`src/rtl/fixed_point_pkg.sv`:
```
// Shared definitions for the fixed-point multiplier and divider.
// Latency: n/a (types and constants only).
// Backpressure: n/a.
// Contents: default Q4.6 geometry, iteration count, FSM state encoding.
package fixed_point_pkg;

  localparam int DEFAULT_WIDTH = 10;
  localparam int DEFAULT_FRAC  = 6;

  // One shift-add (or shift-subtract) step per operand bit.
  localparam int ITER = DEFAULT_WIDTH;

  typedef enum logic [1:0] {
    IDLE = 2'd0,
    CALC = 2'd1,
    DONE = 2'd2
  } state_t;

endpackage

```
`src/rtl/fixed_point_multiplier_if.sv`:
```
// Operand/control/result bundle for the fixed-point multiplier.
// Latency: n/a (wiring only).
// Backpressure: none; start is ignored while busy, results are held until the next done.
// master drives start/ld_a/ld_b/A/B and observes q/ov/busy/done; slave is the multiplier side.
interface fixed_point_multiplier_if #(
  parameter int WIDTH = fixed_point_pkg::DEFAULT_WIDTH
);

  logic             start;
  logic             ld_a;
  logic             ld_b;
  logic [WIDTH-1:0] A;
  logic [WIDTH-1:0] B;
  logic [WIDTH-1:0] q;
  logic             ov;
  logic             busy;
  logic             done;

  modport master (
    output start, ld_a, ld_b, A, B,
    input  q, ov, busy, done
  );

  modport slave (
    input  start, ld_a, ld_b, A, B,
    output q, ov, busy, done
  );

endinterface

```
`src/rtl/fixed_point_multiplier_iter_counter.sv`:
```
// Mod-ITER up-counter that paces the iterative datapath.
// Latency: count updates one cycle after en; tc is combinational from the count.
// Backpressure: none; en simply holds the count when low.
// Ports: clk, rst (sync, active-high), clr (sync clear), en (advance), tc (count == ITER-1).
module iter_counter #(
  parameter int ITER = fixed_point_pkg::ITER
) (
  input  logic clk,
  input  logic rst,
  input  logic clr,
  input  logic en,
  output logic tc
);

  localparam int            CW   = (ITER > 1) ? $clog2(ITER) : 1;
  localparam logic [CW-1:0] LAST = CW'(ITER - 1);

  logic [CW-1:0] count;

  always_ff @(posedge clk) begin
    if (rst || clr) begin
      count <= '0;
    end else if (en) begin
      count <= (count == LAST) ? '0 : count + CW'(1);
    end
  end

  assign tc = (count == LAST);

endmodule

```
`src/rtl/fixed_point_multiplier.sv`:
```
// Sequential unsigned Q4.6 multiplier: shift-add, one multiplier bit per cycle, truncated result + overflow.
// Latency: done pulses 11 cycles after the edge that samples start; one result per 12 cycles back-to-back.
// Backpressure: start is only honoured in IDLE (busy low); it is dropped, not queued, otherwise.
// Ports: clk, rst (sync, active-high), io (slave: start/ld_a/ld_b/A/B in, q/ov/busy/done out).
module fixed_point_multiplier
  import fixed_point_pkg::*;
#(
  parameter int WIDTH = DEFAULT_WIDTH,
  parameter int FRAC  = DEFAULT_FRAC
) (
  input logic                     clk,
  input logic                     rst,
  fixed_point_multiplier_if.slave io
);

  localparam int N_ITER = WIDTH;

  state_t state, state_nxt;

  logic [WIDTH-1:0] a_reg;
  logic [WIDTH-1:0] b_reg;
  logic [WIDTH-1:0] mcand;
  logic [WIDTH-1:0] mq;
  logic [WIDTH:0]   acc;
  logic [WIDTH:0]   acc_sum;
  logic [WIDTH-1:0] q_r;
  logic             ov_r;
  logic             done_r;

  logic             cnt_clr;
  logic             cnt_en;
  logic             last_iter;

  iter_counter #(
    .ITER (N_ITER)
  ) u_iter_counter (
    .clk (clk),
    .rst (rst),
    .clr (cnt_clr),
    .en  (cnt_en),
    .tc  (last_iter)
  );

  // Conditional add of the multiplicand; the 11th bit keeps the carry so the
  // following right shift moves it into the top of the accumulator.
  always_comb begin
    acc_sum = acc;
    if (mq[0]) begin
      acc_sum = {1'b0, acc[WIDTH-1:0]} + {1'b0, mcand};
    end
  end

  always_comb begin
    state_nxt = state;
    cnt_clr   = 1'b0;
    cnt_en    = 1'b0;
    case (state)
      IDLE: begin
        if (io.start) begin
          state_nxt = CALC;
          cnt_clr   = 1'b1;
        end
      end
      CALC: begin
        cnt_en = 1'b1;
        if (last_iter) begin
          state_nxt = DONE;
        end
      end
      DONE: begin
        state_nxt = IDLE;
      end
      default: begin
        state_nxt = IDLE;
      end
    endcase
  end

  always_ff @(posedge clk) begin
    if (rst) begin
      state  <= IDLE;
      a_reg  <= '0;
      b_reg  <= '0;
      mcand  <= '0;
      mq     <= '0;
      acc    <= '0;
      q_r    <= '0;
      ov_r   <= 1'b0;
      done_r <= 1'b0;
    end else begin
      state  <= state_nxt;
      done_r <= 1'b0;

      // Holding registers load in any state; a running operation works on
      // its own snapshot (mcand/mq), so these never disturb it.
      if (io.ld_a) a_reg <= io.A;
      if (io.ld_b) b_reg <= io.B;

      case (state)
        IDLE: begin
          if (io.start) begin
            mcand <= a_reg;
            mq    <= b_reg;
            acc   <= '0;
          end
        end
        CALC: begin
          acc <= {1'b0, acc_sum[WIDTH:1]};
          mq  <= {acc_sum[0], mq[WIDTH-1:1]};
        end
        DONE: begin
          // Product P = {acc[WIDTH-1:0], mq}. The Q4.6 result is
          // P[WIDTH+FRAC-1:FRAC], i.e. the low FRAC bits of acc over the high
          // bits of mq; anything above that in acc is integer overflow.
          q_r    <= {acc[FRAC-1:0], mq[WIDTH-1:FRAC]};
          ov_r   <= |acc[WIDTH-1:FRAC];
          done_r <= 1'b1;
        end
        default: begin
        end
      endcase
    end
  end

  assign io.q    = q_r;
  assign io.ov   = ov_r;
  assign io.done = done_r;
  assign io.busy = (state != IDLE);

endmodule

```
`src/flat_wrapper.sv`:
```
// flat-port wrapper written by rule: the top's interface ports become plain ports
module fixed_point_multiplier_flat import fixed_point_pkg::*;
#(
  parameter int WIDTH = DEFAULT_WIDTH,
  parameter int FRAC  = DEFAULT_FRAC
)
  (clk, rst, io_start, io_ld_a, io_ld_b, io_A, io_B, io_q, io_ov, io_busy, io_done);
  fixed_point_multiplier_if #(.WIDTH(WIDTH)) io_i ();
  input logic clk;
  input logic rst;
  input wire logic [$bits(io_i.start)-1:0] io_start;
  input wire logic [$bits(io_i.ld_a)-1:0] io_ld_a;
  input wire logic [$bits(io_i.ld_b)-1:0] io_ld_b;
  input wire logic [$bits(io_i.A)-1:0] io_A;
  input wire logic [$bits(io_i.B)-1:0] io_B;
  output wire logic [$bits(io_i.q)-1:0] io_q;
  output wire logic [$bits(io_i.ov)-1:0] io_ov;
  output wire logic [$bits(io_i.busy)-1:0] io_busy;
  output wire logic [$bits(io_i.done)-1:0] io_done;
  assign io_i.start = io_start;
  assign io_i.ld_a = io_ld_a;
  assign io_i.ld_b = io_ld_b;
  assign io_i.A = io_A;
  assign io_i.B = io_B;
  assign io_q = io_i.q;
  assign io_ov = io_i.ov;
  assign io_busy = io_i.busy;
  assign io_done = io_i.done;
  fixed_point_multiplier #(.WIDTH(WIDTH), .FRAC(FRAC)) u_core (.clk(clk), .rst(rst), .io(io_i));
endmodule
```
`config.mk`:
```
export PLATFORM = sky130hd
export DESIGN_NAME = fixed_point_multiplier_flat
export DESIGN_NICKNAME = d
export VERILOG_FILES = /design/src/rtl/fixed_point_pkg.sv /design/src/rtl/fixed_point_multiplier_if.sv /design/src/rtl/fixed_point_multiplier_iter_counter.sv /design/src/rtl/fixed_point_multiplier.sv /design/src/flat_wrapper.sv
export SDC_FILE = /design/constraint.sdc
export NUM_CORES = 1
export LEC_CHECK = 0
export BUFFER_PORTS_ARGS = -buffer_cell sky130_fd_sc_hd__buf_2
export CORE_MARGIN = 2
export CORE_UTILIZATION = 50
export CTS_BUF_LIST = sky130_fd_sc_hd__clkbuf_4 sky130_fd_sc_hd__clkbuf_8 sky130_fd_sc_hd__clkbuf_16
export CTS_CLUSTER_DIAMETER = 100
export DETAILED_ROUTE_END_ITERATION = 8
export PLACE_DENSITY = 0.72
export RECOVER_POWER = 25
export SYNTH_ARGS = -nofsm -noshare
export SYNTH_HDL_FRONTEND = slang
export SYNTH_SLANG_ARGS = --single-unit
```
`constraint.sdc`:
```
create_clock -name clk -period 4.5 [get_ports clk]
set_input_delay 0.9 -clock clk [delete_from_list [all_inputs] [get_ports clk]]
set_output_delay 0.9 -clock clk [all_outputs]
set_load 0.01 [all_outputs]
```
## Word-level counts from Yosys, hierarchy flattened

Cells that the tools add are included.

| storage, ports and cells | value |
|---|---|
| register bits after elaboration | 69 |
| latch bits | 0 |
| RAM bits | 0 |
| bits in read-only memories | 0 |
| bits of input ports | 25 |
| output and inout bits | 13 |
| word-level logic and storage cells | 38 |
| memories kept | 0 |

| operators by class | value |
|---|---|
| $add $sub $neg | 2 |
| multiply operators | 0 |
| div/mod/pow operators | 0 |
| magnitude comparators | 0 |
| equality and inequality tests | 5 |
| shift-type cells | 0 |
| multiplexer cells | 13 |
| bitwise logic cells | 0 |
| reductions and logical operators | 8 |

Operator list:

| operator | number |
|---|---|
| 2-to-1 mux 11 bit | 2 |
| one-hot mux 11 bit (2 select lines) | 1 |
| one-hot mux 10 bit (2 select lines) | 1 |
| adder 10 x 10 -> 11 bit | 1 |
| 2-to-1 mux 10 bit | 1 |
| AND reduction 2 bit | 3 |
| adder 4 x 1 -> 4 bit (second input constant) | 1 |
| == test 4 bit (second input constant) | 1 |
| 2-to-1 mux 1 bit | 4 |
| 2-to-1 mux 2 bit | 2 |
| 2-to-1 mux 4 bit | 1 |
| one-hot mux 2 bit (2 select lines) | 1 |
| nonzero test 2 bit | 2 |
| OR reduction 4 bit | 1 |
| == test 2 x 1 -> 1 bit (second input constant) | 1 |
| == test 2 bit (second input constant) | 1 |
| logical NOT 2 bit | 1 |
| != test 2 x 1 -> 1 bit (second input constant) | 1 |
| != test 2 bit (second input constant) | 1 |
| logical OR 1 bit | 1 |

## Depth between registers and ports, before layout

Gate-level depths: netlist of run 1.

| depth | value |
|---|---|
| word-level depth | 3 |
| gate-level depth with buffers | 8 |
| depth with buffers taken out | 8 |

## Hierarchy

From an unflattened synthesis of run 1, not the netlist that was laid out.

| unflattened totals | value |
|---|---|
| cells, all modules | 358 |
| area total of the unflattened synthesis | 3158.0 um^2 |

Modules (own cells, without submodules):

| module | times used | cells an instance | area an instance (um^2) | sequential area each (um^2) |
|---|---|---|---|---|
| fixed_point_multiplier | 1 | 337 | 2961.6 | 1281.2 |
| iter_counter | 1 | 21 | 196.4 | 80.1 |

## Least setup slack after synthesis of run 1

OpenSTA, ideal clock, no wires.

| timing | value |
|---|---|
| kind | in2reg |
| start | input port io_start |
| end | register u_core.acc[5] |
| library setup time | 0.116 ns |
| data arrival time | 1.752 ns |
| required time | 4.384 ns |
| slack | 2.632 ns |
| stages on the path | 5 |
| path buffers | 1 |
| cells stage by stage | or3b_4 buf_2 nand3_1 a21oi_1 a31o_1 |

| between the ends | value |
|---|---|
| word-level cells in the longest chain between the ends | 2 |

RTL lines:

| item | line | text |
|---|---|---|
| from (decl) | flat_wrapper.sv:11 | `input wire logic [$bits(io_i.start)-1:0] io_start;` |
| != test 2 bit (no source line) | n/a |  |
| AND reduction 2 bit (no source line) | n/a |  |
| to (signal assigned) | fixed_point_multiplier.sv:108 | `acc <= {1'b0, acc_sum[WIDTH:1]};` |
| to (decl) | fixed_point_multiplier.sv:24 | `logic [WIDTH:0] acc;` |

Every way passes these cells.
A chain may end at the register's enable or synchronous reset.

## Final worst setup path of run 1

| timing | value |
|---|---|
| start | input port rst |
| end | register u_core.acc[8] |

RTL lines:

| item | line | text |
|---|---|---|
| from (decl) | flat_wrapper.sv:10 | `input logic rst;` |

No word-level cell between the ends.

==> results of run 1 <==
cell type report:
type / instances / area (sq um)
Clock buffer: 12 / 159
Inverter: 5 / 18.8
Tap cell: 75 / 93.8
Timing Repair Buffer: 39 / 199
Sequential cell: 68 / 1360
Fill cell: 579 / 2480
Multi-Input combinational cell: 261 / 1600
Clock inverter: 4 / 47.5
stage by stage:
stage,area [sq um],cells
after floorplan,3090,358
after global placement,3270,448
after detailed placement,3270,448
after CTS,3480,464
after global routing,3480,464
final,3480,464
worst max-delay path by stage:
stage / from / end / depth (start not counted)
after floorplan: io_start / u_core.acc[5]$_SDFFE_PP0P_ / 5
after global placement: io_start / u_core.acc[7]$_SDFFE_PP0P_ / 6
after detailed placement: io_start / u_core.acc[7]$_SDFFE_PP0P_ / 6
after CTS: u_core.state[1]$_SDFFE_PP0P_ / io_busy / 2
after global routing: rst / u_core.a_reg[8]$_SDFFE_PP0P_ / 3
final: rst / u_core.acc[8]$_SDFFE_PP0P_ / 3
cell usage in the layout (no fill, tap or decap), types with 3 or more instances in the layout:
cell type / synthesis / layout
dfxtp_1: 68 / 68
nand2_1: 66 / 66
buf_2: 8 / 36
nor2_1: 35 / 35
a21oi_1: 35 / 35
mux2i_1: 23 / 23
a311oi_1: 11 / 11
clkbuf_8: 0 / 11
ha_1: 10 / 10
nand3_1: 9 / 9
o21ai_0: 9 / 9
nor3_1: 6 / 6
nor2b_1: 6 / 6
a31oi_1: 6 / 6
inv_1: 5 / 5
xor2_1: 4 / 4
nor3b_1: 4 / 4
xnor2_1: 3 / 3
a211oi_1: 3 / 3
critical path: stages:
cell,delay [ns]
clkbuf_1,1.21
buf_4,0.50
o2bb2ai_1,0.12
metal layers:
metal  routed length (um)  share of wire [%]  GRT usage (%)  vias to the layer above
met5                    0                  0              0                        -
met4                  138                2.3           7.70                        0
met3                  266                4.4           6.30                       17
met2                 2870                 48           32.8                       40
met1                 2740                 46           23.5                     1127
li1                     -                  -              -                     1298
power by group through the flow:
stage / clock network [uW] / registers, uW / logic, uW
after floorplan: 0 / 651 / 92.5
after global routing: 552 / 650 / 124
final: 517 / 646 / 109
after detailed placement: 0 / 660 / 109
after CTS: 529 / 646 / 110
after global placement: 0 / 659 / 106
cell families (layout without fill, tap and decap cells):
family	Yosys count	count (layout)	synth area share, %
buffers and inverters	29	60	4.33
AO/OA/AOI/OAI	77	77	15.9
AND/OR/NAND/NOR	143	143	21.6
multiplexers	23	23	7.44
flip-flops	68	68	44.0
XOR/XNOR	7	7	1.98
adder cells (fa/ha/maj)	11	11	4.69
==> flow_metrics.py, run 1 <==
metrics = {
    "outcome": {
        "status": "finished, violations left",
        "violations": "max-capacitance violations, max-slew violations",
    },
    "logic_synthesis": {
        "synthCells": 358,
        "synth-seq-cells": 68,
        "synth.avg_cell_area_sq_um": 8.64,
        "synth-edff-count": 0,
        "yosys.cell_types.count": 48,
        "synth_fp_nets": 394,
        "synth-seq-area-share_pct": 44.0,
        "synth_most_common_cell": "dfxtp_1",
        "synth.cell_area_sq_mm": 0.00309,
        "synth.top_cell.area_share_pct": 44.0,
        "synthTopCellsByArea": "dfxtp_1 44%, nand2_1 8.0%, mux2i_1 7.4%",
        "netlist_top_cells_count": "68 x dfxtp_1, 66 x nand2_1, 35 x a21oi_1, 35 x nor2_1, 23 x mux2i_1",
        "yosys.area.top_type": "dfxtp_1",
        "yosys_warnings": 0,
        "ys.flop_type": "dfxtp_1",
        "synthArstFlopShare_pct": 0,
    },
    "critical_path": {
        "required_ns": 4.73,
        "r2r-end": "u_core.acc[5]$_SDFFE_PP0P_",
        "r2r_start": "u_core.acc[0]$_SDFFE_PP0P_",
        "startpoint_type": "primary input",
        "endpoint_kind": "register",
        "path_class": "primary input to register",
        "worstPathMaxFanout": 41,
        "r2r_cells": 8,
        "worstPathArrival_ns": 2.73,
        "r2r_setup_slack_ns": 2.47,
    },
    "power_and_ir_drop": {
        "power_frac_seq_pct": 50.8,
        "power.switching_fraction_pct": 24.4,
        "power_frac_comb_pct": 8.5,
        "intPower_uw": 962,
        "p_clk_share_pct": 40.7,
        "totalPowerFinal_uw": 1270,
        "ir_worst_vdd_uv": 240,
        "power_density_mw_per_mm2": 366,
        "p_leak_uw": 0.00140,
        "switchingPower_uw": 310,
    },
    "detailed_routing": {
        "firstDrtPassIters": 4,
        "routedWlPerCell_um": 13.0,
        "drt-initial-drc-count": 125,
        "drc_errors": 0,
        "wl_um": 6020,
        "vias_per_cell": 5.35,
        "postRouteAntennaNets": 0,
        "via_count": 2482,
    },
    "timing": {
        "fin_worst_skew_ns": 0.00595,
        "timing_hold_violations_final": 0,
        "setup_tns_ns": 0,
        "tightest_slew_ns": 1.72,
        "fin_crit_ns": 2.50,
        "finalSetupViolations": 0,
        "min_period_over_period_pct": 55.6,
        "fin_ws_ns": 2.00,
        "whs_ns": 0.452,
        "slew_headroom_pct": -14.7,
        "report.final.slew_viol_count": 42,
        "max_freq_mhz": 400,
        "rsz0062_at_grt": "no",
    },
    "clock_tree": {
        "ctsResizeCount": 0,
        "numCtsBuffers": 9,
        "cts_root_buffer": "clkbuf_8",
        "clk_pin_slew_ns": 0.07,
        "h-tree-depth": 3,
        "post_cts_buffers": 0,
        "clkSinkCount": 68,
        "clk_latency_ns": 0.35,
        "cts_tree": "yes",
        "cts_hold_buf": 0,
        "cts_buffer_depth": 2,
    },
    "global_route": {
        "grt_overflow": 0,
        "first_global_vias": 2368,
        "grt_max_degree": 42,
        "antenna_found_initial": 0,
        "grt_pass1_wl_um": 10300,
        "grtUsageTotal_pct": 19.7,
    },
    "placed_design": {
        "io_buffer_count": 37,
        "pre_cts_ws_ns": 2.30,
        "dp_hpwl_um": 4130,
        "gp_congestion": 0.789,
    },
    "die": {
        "fp.coreArea_sq_mm": 0.00596,
        "die_w_um": 82.7,
        "boundaryPins": 38,
        "die_y_um": 82.7,
        "initial_utilization_pct": 51.9,
        "die_area_sq_mm": 0.00683,
        "fp-row-count": 28,
    },
    "flow_run": {
        "maxCapViolations": 1,
    },
    "final_layout": {
        "final_core_util_pct": 58.4,
        "drive_gt1_share_pct": 15.9,
        "syn2layout_area_growth_pct": 12.4,
        "nets": 420,
        "n_antenna_cell": 0,
    },
    "worst_hold_path": {
        "holdPathEnd": "u_core.mcand[8]$_SDFFE_PP0P_",
        "hp-start": "u_core.a_reg[8]$_SDFFE_PP0P_",
        "holdPathStages": 2,
        "min_path_type": "register to register",
    },
}
Note: power is estimated with default switching activity, not from simulation.
==> run 2, diff against run 1 <==
--- a/config.mk
+++ b/config.mk
@@ -11,7 +11,7 @@
 export CTS_BUF_LIST = sky130_fd_sc_hd__clkbuf_4 sky130_fd_sc_hd__clkbuf_8 sky130_fd_sc_hd__clkbuf_16
 export CTS_CLUSTER_DIAMETER = 100
 export DETAILED_ROUTE_END_ITERATION = 8
-export PLACE_DENSITY = 0.72
+export PLACE_DENSITY = 0.75
 export RECOVER_POWER = 25
 export SYNTH_ARGS = -nofsm -noshare
 export SYNTH_HDL_FRONTEND = slang
==> constraint.sdc (replaced) <==
create_clock -name clk -period 2.1 [get_ports clk]
set_input_delay 0.42 -clock clk [delete_from_list [all_inputs] [get_ports clk]]
set_output_delay 0.42 -clock clk [all_outputs]
set_load 0.01 [all_outputs]
==> run 2 against run 1 <==
Against the previous run:
- worst setup slack got worse by 1.8 ns
- combinational power rose by 120%
- first-iteration DRC count did not move
- the flow now finishes without violations
- routed wire length decreased by 0.63%
- clock skew is 0.0037 ns higher
- highest routed layer unchanged
- critical endpoint is now u_core.acc[5]$_SDFFE_PP0P_
- largest power group unchanged
- critical path depth is 5 higher
- final cell count increased by 0.22%
- power rose by 100%
- global-route usage fell by 0.22 points
- die area unchanged
- count of clock-buffer cells in the layout down 1
- largest cell class unchanged
- register-to-register slack got worse by 2.3 ns
==> flow_metrics.py, run 2 (synthesized netlist as in run 1, its figures left out) <==
metrics = {
    "clock_tree": {
        "h-tree-depth": 3,
        "cts_tree": "yes",
        "ctsResizeCount": 0,
        "cts_buffer_depth": 2,
        "clk_latency_ns": 0.34,
        "clkSinkCount": 68,
        "clk_pin_slew_ns": 0.07,
        "numCtsBuffers": 9,
        "post_cts_buffers": 0,
        "cts_hold_buf": 0,
        "cts_root_buffer": "clkbuf_8",
    },
    "worst_hold_path": {
        "min_path_type": "primary input to register",
    },
    "final_layout": {
        "n_antenna_cell": 0,
        "syn2layout_area_growth_pct": 11.9,
        "layout_common_cells": "68 x dfxtp_1, 66 x nand2_1, 36 x buf_2",
        "nets": 422,
        "final_common_cell": "dfxtp_1",
        "stdcell_count": 465,
        "fillers": 556,
        "drive_gt1_share_pct": 16.2,
    },
    "detailed_routing": {
        "drt-initial-drc-count": 125,
        "vias_per_cell": 5.42,
        "via_count": 2522,
        "firstDrtPassIters": 4,
        "drc_errors": 0,
        "wl_um": 5980,
        "routedWlPerCell_um": 12.9,
        "postRouteAntennaNets": 0,
    },
    "critical_path": {
        "startpoint_type": "register",
        "path_class": "register to register",
        "endpoint_kind": "register",
        "required_ns": 2.34,
        "worstPathMaxFanout": 4,
        "worstPathArrival_ns": 2.18,
    },
    "placed_design": {
        "io_buffer_count": 37,
        "place_inst": 450,
        "gp_congestion": 0.859,
        "dp_hpwl_um": 4080,
    },
    "die": {
        "die_w_um": 82.7,
        "die_y_um": 82.7,
        "die_area_sq_mm": 0.00683,
        "initial_utilization_pct": 51.9,
        "boundaryPins": 38,
        "fp-row-count": 28,
        "fp.coreArea_sq_mm": 0.00596,
    },
    "power_and_ir_drop": {
        "switchingPower_uw": 657,
        "p_clk_share_pct": 37.2,
        "intPower_uw": 1920,
        "ir_worst_vdd_uv": 423,
        "power_frac_seq_pct": 53.6,
        "power.switching_fraction_pct": 25.5,
        "power_density_mw_per_mm2": 745,
        "power_frac_comb_pct": 9.3,
        "p_leak_uw": 0.00139,
    },
    "timing": {
        "min_period_over_period_pct": 92.6,
        "report.final.slew_viol_count": 0,
        "slew_headroom_pct": 32.4,
        "tightest_slew_ns": 1.01,
        "setup_tns_ns": 0,
        "fin_worst_skew_ns": 0.00962,
        "rsz0062_at_grt": "no",
        "timing_hold_violations_final": 0,
        "fin_crit_ns": 1.94,
        "max_freq_mhz": 514,
        "finalSetupViolations": 0,
    },
    "global_route": {
        "grt_max_degree": 53,
        "grt_pass1_wl_um": 10100,
        "grtUsageTotal_pct": 19.5,
        "antenna_found_initial": 0,
        "grt_overflow": 0,
        "first_global_vias": 2267,
    },
    "flow_run": {
        "maxCapViolations": 0,
    },
    "outcome": {
        "status": "complete, no violations",
    },
}
[run 2: worst paths after layout]
kind | end | slack (ns) | depth (start not counted) | start
max | u_core.acc[5]$_SDFFE_PP0P_ | 0.16 | 8 | u_core.acc[0]$_SDFFE_PP0P_
max reg2reg | u_core.acc[5]$_SDFFE_PP0P_ | 0.16 | 8 | u_core.acc[0]$_SDFFE_PP0P_
min | u_core.b_reg[8]$_SDFFE_PP0P_ | 0.31 | 3 | io_B[8]
min reg2reg | u_core.mcand[6]$_SDFFE_PP0P_ | 0.45 | 2 | u_core.a_reg[6]$_SDFFE_PP0P_
[run 2: power groups by stage]
| stage | clock (uW) | combinational, uW | sequential (uW) |
|---|---|---|---|
| global route | 1050 | 272 | 1390 |
| finish | 958 | 240 | 1380 |
| global placement | 0 | 238 | 1410 |
| floorplan | 0 | 198 | 1400 |
| CTS | 985 | 245 | 1380 |
| detailed placement | 0 | 245 | 1410 |
[run 2: area by class of cell]
class / instances / area (sq um) / share of cell area (%)
timing repair buffer: 41 / 211 / 6.11
tap: 75 / 93.8 / 2.71
sequential: 68 / 1360 / 39.3
inverter: 5 / 18.8 / 0.542
clock inverter: 4 / 25.0 / 0.723
clock buffer: 11 / 151 / 4.38
multi-input combinational: 261 / 1600 / 46.2
[run 2: worst max-delay path, cell delays in order, from the launching register on]
cell and delay (ns):
dfxtp_1 0.38, ha_1 0.18, inv_1 0.05, fa_1 0.43, nor2b_4 0.15, o211ai_2 0.10
a21boi_0 0.23, o21ai_0 0.11, a31o_1 0.22
[run 2: per-stage QoR]
step                power [uW]  setup WS, ns  util (%)  hold WS, ns  cell area, sq um
floorplan                 1590         0.289         -        0.431              3090
global placement          1650         0.241      55.4        0.439              3300
detailed placement        1650         0.176      55.4        0.445              3300
CTS                       2610         0.164      58.4        0.294              3480
global route              2710       0.00825      58.1        0.302              3460
finish                    2580         0.156      58.1        0.311              3460
[run 2: layer usage]
| layer | GRT usage [%] | vias up | part of all wire [%] |
|---|---|---|---|
| met4 | 9.34 | 0 | 1.8 |
| met2 | 30.3 | 61 | 47 |
| met1 | 25.1 | 1159 | 47 |
| li1 | - | 1293 | - |
| met5 | 0 | - | 0 |
| met3 | 5.11 | 9 | 4.5 |
==> run 3, diff against run 2 <==
--- a/config.mk
+++ b/config.mk
@@ -6,6 +6,7 @@
 export NUM_CORES = 1
 export LEC_CHECK = 0
 export BUFFER_PORTS_ARGS = -buffer_cell sky130_fd_sc_hd__buf_2
+export CORE_ASPECT_RATIO = 0.6
 export CORE_MARGIN = 2
 export CORE_UTILIZATION = 50
 export CTS_BUF_LIST = sky130_fd_sc_hd__clkbuf_4 sky130_fd_sc_hd__clkbuf_8 sky130_fd_sc_hd__clkbuf_16
@@ -15,4 +16,5 @@
 export RECOVER_POWER = 25
 export SYNTH_ARGS = -nofsm -noshare
 export SYNTH_HDL_FRONTEND = slang
+export SYNTH_HIERARCHICAL = 1
 export SYNTH_SLANG_ARGS = --single-unit
==> run 3 against run 2 <==
Against the previous run:
- sequential cell count stayed put
- design area grew 3.7%
- critical endpoint is now u_core/acc[3]$_SDFFE_PP0P_
- die area up 2.3%
- area after synthesis rose by 2.1%
- register-to-register slack gained 0.03 ns
- power increased by 7.2%
- combinational power up 8.7%
- worst setup slack better by 0.033 ns
- first-iteration DRC count grew 9.6%
- worst hold slack got worse by 0.010 ns
==> flow_metrics.py, run 3 <==
metrics = {
    "clock_tree": {
        "clk_latency_ns": 0.35,
        "clkSinkCount": 68,
        "numCtsBuffers": 9,
        "post_cts_buffers": 0,
        "cts_root_buffer": "clkbuf_8",
        "h-tree-depth": 3,
        "clk_pin_slew_ns": 0.08,
        "cts_buffer_depth": 2,
        "cts_tree": "yes",
        "cts_hold_buf": 0,
    },
    "timing": {
        "fin_crit_ns": 1.91,
        "fin_worst_skew_ns": 0.0105,
        "finalSetupViolations": 0,
        "min_period_over_period_pct": 91.0,
        "whs_ns": 0.301,
        "max_freq_mhz": 523,
        "rsz0062_at_grt": "no",
        "tightest_slew_ns": 1.18,
        "timing_hold_violations_final": 0,
        "report.final.slew_viol_count": 0,
        "slew_headroom_pct": 21.5,
        "setup_tns_ns": 0,
    },
    "detailed_routing": {
        "wl_um": 6770,
        "drt-met1-wl_um": 3370,
        "vias_per_cell": 5.44,
        "dr_wl_met3_um": 296,
        "wl_met2_um": 3010,
        "drc_errors": 0,
        "postRouteAntennaNets": 0,
        "routedWlPerCell_um": 14.0,
        "firstDrtPassIters": 6,
        "drt-initial-drc-count": 137,
        "via_count": 2624,
        "dr.max_layer_used": "met4",
    },
    "logic_synthesis": {
        "synth-seq-area-share_pct": 43.1,
        "synth_compound_area_share_pct": 17.2,
        "synthTopCellsByArea": "dfxtp_1 43%, nand2_1 8.2%, mux2i_1 7.3%",
        "synth_most_common_cell": "nand2_1",
        "synth_top_family_by_area": "simple AND/OR/NAND/NOR gates",
        "netlist_top_cells_count": "69 x nand2_1, 68 x dfxtp_1, 38 x nor2_1, 34 x a21oi_1, 23 x mux2i_1",
        "yosys.cell_types.count": 55,
        "synthMuxAreaShare_pct": 7.65,
        "synth-edff-count": 0,
        "synthCells": 358,
        "synth_xor_area_share_pct": 1.94,
        "yosys_warnings": 6,
        "synth.top_cell.area_share_pct": 43.1,
        "synth_fa_ha_area_share_pct": 4.60,
        "synth.avg_cell_area_sq_um": 8.82,
        "synth-seq-cells": 68,
        "synthArstFlopShare_pct": 0,
        "ys.flop_type": "dfxtp_1",
        "yosys.area.top_type": "dfxtp_1",
        "synth.cell_area_sq_mm": 0.00316,
        "synth-simple-area-share_pct": 20.3,
        "synth_fp_nets": 394,
    },
    "final_layout": {
        "final_core_util_pct": 58.7,
        "syn2layout_area_growth_pct": 13.6,
        "layout_common_cells": "69 x nand2_1, 67 x dfxtp_1, 38 x nor2_1",
        "stdcell_count": 482,
        "nets": 429,
        "n_antenna_cell": 0,
        "final_common_cell": "nand2_1",
        "drive_gt1_share_pct": 20.4,
    },
    "critical_path": {
        "worstPathArrival_ns": 2.17,
        "worstPathMaxFanout": 4,
        "required_ns": 2.36,
        "crit_buf_inv": 1,
        "startpoint_type": "register",
        "crit_family": "simple AND/OR/NAND/NOR gates",
        "path_cells": "ha_1, inv_1, fa_2, nor2b_4, o21a_1, nor3_1, or3b_1, a21oi_1",
        "critPathMaxStageDelay_ns": 0.37,
        "path_class": "register to register",
        "cp_slowest_cell": "fa_2",
        "r2r_setup_slack_ns": 0.19,
        "endpoint_kind": "register",
    },
    "global_route": {
        "antenna_found_initial": 0,
        "grt_max_degree": 25,
        "grt_pass1_wl_um": 11600,
        "first_global_vias": 2568,
        "grt_overflow": 0,
        "grtUsageTotal_pct": 21.0,
    },
    "die": {
        "initial_utilization_pct": 51.7,
        "boundaryPins": 38,
        "fp-row-count": 22,
        "die_y_um": 65.6,
        "fp.coreArea_sq_mm": 0.00611,
        "die_area_sq_mm": 0.00699,
        "die_w_um": 107,
    },
    "flow_run": {
        "maxCapViolations": 0,
    },
    "outcome": {
        "status": "complete, no violations",
    },
    "power_and_ir_drop": {
        "power_density_mw_per_mm2": 770,
        "ir_worst_vdd_uv": 494,
        "p_leak_uw": 0.00144,
    },
    "placed_design": {
        "gp_congestion": 0.831,
        "io_buffer_count": 37,
        "dp_hpwl_um": 4770,
        "place_inst": 466,
    },
    "worst_hold_path": {
        "min_path_type": "primary input to register",
    },
}
==> run 3: changes by cell type after synthesis, moves of 2 or more <==
cell,before,now
nor2b_1,6,4
nor2_1,35,38
buf_6,1,3
a311oi_1,11,3
a311oi_2,0,8
nand2_1,66,69
nor3_1,6,3
o21ai_0,9,7
==> run 3: through the flow <==
step                      cell area [sq um]  setup slack [ns]  total power [uW]
after floorplan                        3160             0.293              1610
after global placement                 3390             0.237              1670
after detailed placement               3390             0.114              1680
after CTS                              3600            0.0616              2790
after global routing                   3590            0.0356              2890
final                                  3590             0.189              2760
==> run 3: report_power, final <==
| group | total, uW | internal, uW | leakage [uW] | switching (uW) |
|---|---|---|---|---|
| logic | 261 | 107 | 0.000777 | 154 |
| registers | 1390 | 1340 | 0.000555 | 43.7 |
| clock network | 1120 | 591 | 0.000104 | 527 |
==> run 3: layer usage <==
layer / vias to the layer above / global-route usage [%]
li1: 1324 / -
met3: 14 / 7.34
met5: - / 0
met1: 1237 / 26.7
met2: 49 / 34.5
met4: 0 / 5.36
==> run 3: path summary, 6_finish.rpt <==
check                        startpoint                      endpoint  depth (start not counted)
max          u_core/acc[0]$_SDFFE_PP0P_    u_core/acc[3]$_SDFFE_PP0P_                          8
min reg2reg   u_core/io.ov$_SDFFE_PP0P_     u_core/io.ov$_SDFFE_PP0P_                          2
min                             io_A[3]  u_core/a_reg[3]$_SDFFE_PP0P_                          3
max reg2reg  u_core/acc[0]$_SDFFE_PP0P_    u_core/acc[3]$_SDFFE_PP0P_                          8
==> run 3: worst reg2reg max path, stage by stage (launching register included) <==
cell and delay [ns]:
dfxtp_2 0.36, ha_1 0.17, inv_1 0.06, fa_2 0.37, nor2b_4 0.14, o21a_1 0.13
nor3_1 0.04, or3b_1 0.37, a21oi_1 0.18
==> run 3: final cells by class <==
type | instances | area [sq um]
fillers | 591 | 2520
multi-input cells | 260 | 1640
flip-flops and latches | 68 | 1360
repair buffers | 47 | 248
clock buffers | 10 | 138
well taps | 84 | 105
clock inverters | 6 | 68.8
inverters | 7 | 31.3
==> run 3: logic make-up (layout without fill, tap and decap cells) <==
family	after synthesis	in the layout
flops	68	68
xor+xnor	7	7
fa+ha+maj	11	11
buf+inv	30	70
mux	24	24
compound gates	76	76
simple gates	142	142
==> run 3: repair_timing <==
action,in CTS,in global routing
hold endpoints to repair,0,0
gates resized for setup,0,2
setup endpoints to repair,0,3
